`config.mk`:
```
export PLATFORM = sky130hd
export DESIGN_NAME = bcd_digit_sequencer
export DESIGN_NICKNAME = d
export VERILOG_FILES = /design/src/rtl/bcd_digit_sequencer.sv
export SDC_FILE = /design/constraint.sdc
export NUM_CORES = 1
export LEC_CHECK = 0
export ABC_AREA = 1
export BUFFER_PORTS_ARGS = -buffer_cell sky130_fd_sc_hd__buf_2
export CAP_MARGIN = 20
export CELL_PAD_IN_SITES_DETAIL_PLACEMENT = 2
export CELL_PAD_IN_SITES_GLOBAL_PLACEMENT = 2
export CORE_ASPECT_RATIO = 2
export CORE_MARGIN = 2
export CORE_UTILIZATION = 31
export DETAILED_ROUTE_END_ITERATION = 12
export GPL_TIMING_DRIVEN = 0
export PLACE_DENSITY_LB_ADDON = 0.1
export RECOVER_POWER = 100
export SETUP_SLACK_MARGIN = 0.1
export SLEW_MARGIN = 10
export SYNTH_ARGS = -nofsm -noshare
export SYNTH_HDL_FRONTEND = slang
export SYNTH_SLANG_ARGS = --single-unit
```
`constraint.sdc`:
```
create_clock -name clk -period 3.4 [get_ports clk]
set_input_delay 0.34 -clock clk [delete_from_list [all_inputs] [get_ports clk]]
set_output_delay 0.34 -clock clk [all_outputs]
set_load 0.005 [all_outputs]
```
`src/rtl/bcd_digit_sequencer.sv`:
```
// Single BCD digit sequencer: steps 0-9 up/down at a fixed dwell rate, with one-hot decode.
// Optional define BCD_SEQ_BLINK_EN blanks the decode on alternate phases while paused.
module bcd_digit_sequencer #(
  parameter int unsigned DWELL   = 4,
  parameter int unsigned DWELL_W = 8
) (
  input  logic       clk,
  input  logic       rst,
  input  logic       start,
  input  logic       stop,
  input  logic       hold,
  input  logic       mode_up,
  input  logic       one_shot,
  input  logic       load,
  input  logic [3:0] load_val,
  output logic [3:0] bcd,
  output logic [8:0] dec,
  output logic       busy,
  output logic       done,
  output logic       wrap,
  output logic       err
);

  localparam logic [DWELL_W-1:0] DwellLast = DWELL_W'(DWELL - 1);

  typedef enum logic [1:0] {StIdle, StRun, StPause, StDone} state_e;

  state_e               state_q, state_d;
  logic [3:0]           bcd_q, bcd_d;
  logic [DWELL_W-1:0]   cnt_q, cnt_d;
  logic                 wrap_q, wrap_d;
  logic                 err_q, err_d;
  logic                 tick;
  logic                 terminal;
  logic [8:0]           dec_raw;

  assign terminal = mode_up ? (bcd_q == 4'd9) : (bcd_q == 4'd0);

  always_comb begin
    state_d = state_q;
    bcd_d   = bcd_q;
    cnt_d   = cnt_q;
    wrap_d  = 1'b0;
    err_d   = 1'b0;
    tick    = 1'b0;

    if (stop) begin
      state_d = StIdle;
      cnt_d   = '0;
    end else begin
      unique case (state_q)
        StIdle: begin
          if (load) begin
            if (load_val <= 4'd9) bcd_d = load_val;
            else                  err_d = 1'b1;
          end
          if (start) begin
            state_d = StRun;
            cnt_d   = '0;
          end
        end
        // A non-held cycle always counts, so resuming from PAUSE counts in the cycle hold drops.
        StRun, StPause: begin
          if (hold) begin
            state_d = StPause;
          end else begin
            state_d = StRun;
            tick    = 1'b1;
          end
        end
        StDone: begin
          if (start) begin
            state_d = StRun;
            bcd_d   = mode_up ? 4'd0 : 4'd9;
            cnt_d   = '0;
          end
        end
        default: state_d = StIdle;
      endcase
    end

    if (tick) begin
      if (cnt_q == DwellLast) begin
        cnt_d = '0;
        if (terminal && one_shot) begin
          state_d = StDone;
        end else if (terminal) begin
          bcd_d  = mode_up ? 4'd0 : 4'd9;
          wrap_d = 1'b1;
        end else begin
          bcd_d = mode_up ? (bcd_q + 4'd1) : (bcd_q - 4'd1);
        end
      end else begin
        cnt_d = cnt_q + 1'b1;
      end
    end
  end

  always_ff @(posedge clk or posedge rst) begin
    if (rst) begin
      state_q <= StIdle;
      bcd_q   <= 4'd0;
      cnt_q   <= '0;
      wrap_q  <= 1'b0;
      err_q   <= 1'b0;
    end else begin
      state_q <= state_d;
      bcd_q   <= bcd_d;
      cnt_q   <= cnt_d;
      wrap_q  <= wrap_d;
      err_q   <= err_d;
    end
  end

  always_comb begin
    dec_raw = '0;
    for (int k = 1; k <= 9; k++) begin
      dec_raw[k-1] = (bcd_q == 4'(k));
    end
  end

`ifdef BCD_SEQ_BLINK_EN
  logic [DWELL_W-1:0] blink_q;

  always_ff @(posedge clk or posedge rst) begin
    if (rst) blink_q <= '0;
    else     blink_q <= blink_q + 1'b1;
  end

  assign dec = ((state_q == StPause) && blink_q[DWELL_W-1]) ? 9'd0 : dec_raw;
`else
  assign dec = dec_raw;
`endif

  assign bcd  = bcd_q;
  assign busy = (state_q == StRun) || (state_q == StPause);
  assign done = (state_q == StDone);
  assign wrap = wrap_q;
  assign err  = err_q;

endmodule

```
==> metrics <==
outcome finished, final reports clean; Max Fclk roughly 0.45 GHz; nets@finish between 200 and 250; top cell type's share of synthesized area approximately 32%; Setup Skew roughly 0.0024 ns; Mapped Area 1250 um2; Resize count post-CTS 0; postcts setup bufs 0; global-route wire length before repair 7240 um; Finished Layout Cells between 200 and 300; Pleak between 0.0007 and 0.0008 uW; grt ovf 0; # fillers between 400 and 500; Syn Nets between 150 and 200; initial antenna violation count 0; Avg Cell Area, Syn approximately 7.0 um2; largest net degree at the start of global routing 17; P&R area growth vs syn 18.1%; reg2reg start state_q[1]; Post-synth ARST share 100%; # DRC 0; CP Capture Type register; placed cell count between 200 and 300; CTS clock-pin slew for the worst setup and hold paths approximately 0.07 ns; register bit total from synthesis 16; Final Hold Vio Count 0; clock tree buffer depth 2; Num CTS Buffers 3; Post-synth EDFFs 0; Slowest-stage cell, CP dfrtp_1; Syn. warnings 0; DR vias approximately 1300; VDD IR-drop max ~0.19 mV; DRT iter0 DRCs 6; RSZ-0062 raised after global routing no; n_diodes 0; Die Area about 4600 um2; crit path DAT 2.42 ns; H-tree depth 1; ranking of synthesized cells by area dfrtp_1 (32%), nand2_1 (15%), inv_1 (7.2%), ha_1 (7.0%), nand3_1 (6.8%); number of distinct library cells after synthesis 25; CP Max Fanout 5; Slew Limit Fails 0; Vias per Instance 5.02; Post-Synthesis Cells 179; sequential share of the synthesized area 32.1%; Starting Density 32.4%; Worst-Margin Slew slightly below 0.7 ns; most common cell in the synthesized netlist nand2_1; Tcrit/Tclk final roughly 65%; WS Path Type reg -> reg; min-delay worst type in -> async; Port Buffers 28; Die Wd around 50 um; relative slew slack 54.3%; CP max stage delay about 0.40 ns; DP Area 1450 um2; fin area between 1000 and 1500 um2; share of layout cells above drive strength 1 17.5%; cell accounting for the most synthesized area dfrtp_1; GP Congestion 0.764; R2R cell count 10; row cnt 32; Max-Cap Viols 0; Top delay family on crit path simple AND/OR/NAND/NOR gates; worst reg2reg endpoint bcd[1]; setup tns final 0 ns; CTS tree yes; fin crit period 2.22 ns; die height about 94 um; WL/cell roughly 16 um; worst path buffer plus inverter count 3; crit-path cells inv_1 > ha_1 > inv_1 > nor2_1 > nand2_1 > nor2_1 > clkinv_1 > nor2_1 > nand2_1 > nand2_1; clk sinks 16; final-report setup violation count 0; final wirelength approximately 4300 um; vias in the first global route 1519; pwr/cell area between 400 and 500 nW/um2; CTS Hold Buffers Added 0; Commonest cells post-synth nand2_1 (50), inv_1 (24), nand3_1 (17); Synth Flop Type dfrtp_1; CTS root buf clkbuf_8; Final ANT Viol Nets 0; Clk Latency, worst-skew pair ~0.25 ns; GRT Util Overall between 20 and 25%; 1st-pass router iterations 4; # IOs 29; R2R Setup Slk approximately 1.2 ns; Worst setup SP type register; dpl hpwl around 3700 um; post-layout util 38.3%; core area between 3000 and 4000 um2; Worst Path Required approximately 3.6 ns
==> worst register-to-register path, cell delays in order (launching register included) <==
cell,delay [ns]
dfrtp_1,0.40
inv_1,0.07
ha_1,0.39
inv_1,0.12
nor2_1,0.11
nand2_1,0.11
nor2_1,0.38
clkinv_1,0.17
nor2_1,0.25
nand2_1,0.10
nand2_1,0.07
==> per-layer routing <==
metal / track usage, % / share of wire, % / vias to the layer above
li1: - / - / 626
met4: 7.14 / 1.3 / 0
met2: 46.9 / 66 / 17
met3: 1.59 / 1.5 / 4
met1: 17.3 / 31 / 669
met5: 0 / 0 / -
==> power by group <==
group	total [uW]	leakage, uW	internal [uW]	switching, uW
Combinational	226	0.000552	79.5	146
Clock	174	0.0000288	103	71.1
Sequential	228	0.000218	205	23.6
==> worst max-delay path by stage <==
| stage | startpoint | endpoint | cells after the start |
|---|---|---|---|
| after floorplan | state_q[0] | bcd[1] | 10 |
| after global placement | state_q[1] | bcd[2] | 10 |
| after detailed placement | state_q[1] | bcd[1] | 10 |
| after CTS | state_q[1] | bcd[1] | 10 |
| after global routing | state_q[1] | bcd[2] | 10 |
| final | state_q[1] | bcd[1] | 10 |
==> cells in the final DEF (no fill, tap or decap), drive strengths merged <==
cell    Yosys  layout
nand2      55      55
inv        32      31
dfrtp      16      16
nor2       19      19
buf         1      15
nand3      19      19
o21ai      11      11
and3        1       1
ha          7       7
nand4       4       4
o22ai       3       3
a21oi       2       2
nor3        3       3
xnor2       2       2
clkbuf      0      18
and2        1       1
clkinv      0       1
o21a        1       1
xor2        2       2
==> logic make-up after synthesis <==
family,share of synthesized area (%)
adders and majority gates,7.03
DFF,32.1
and+or+nand+nor,40.2
AOI/OAI and AO/OA,7.33
xor gates and xnor gates,2.81
buffers and inverters,10.5
==> per-stage QoR <==
stage / hold slack (ns) / power, uW / worst slack (ns)
detailed placement: 0.475 / 469 / 1.60
finish: 0.180 / 628 / 1.18
floorplan: 0.254 / 378 / 1.96
CTS: 0.201 / 647 / 1.57
global route: 0.216 / 677 / 0.950
global placement: 0.473 / 452 / 1.74
==> flip-flops by register name, summed over array words and instances (netlist names) <==
signal   cells
cnt_q        8
wrap         1
bcd          4
state_q      2
err          1
==> layout make-up <==
cell class                 instances  area [um2]  share of cell area, %
buffer                             1        11.3                  0.765
timing repair buffer              28         128                   8.67
clock buffer                       4        55.1                   3.74
inverter                          32         120                   8.16
multi-input combinational        130         693                   47.1
sequential                        16         400                   27.2
tap                               51        63.8                   4.34
Note: power is estimated with default switching activity, not from simulation.
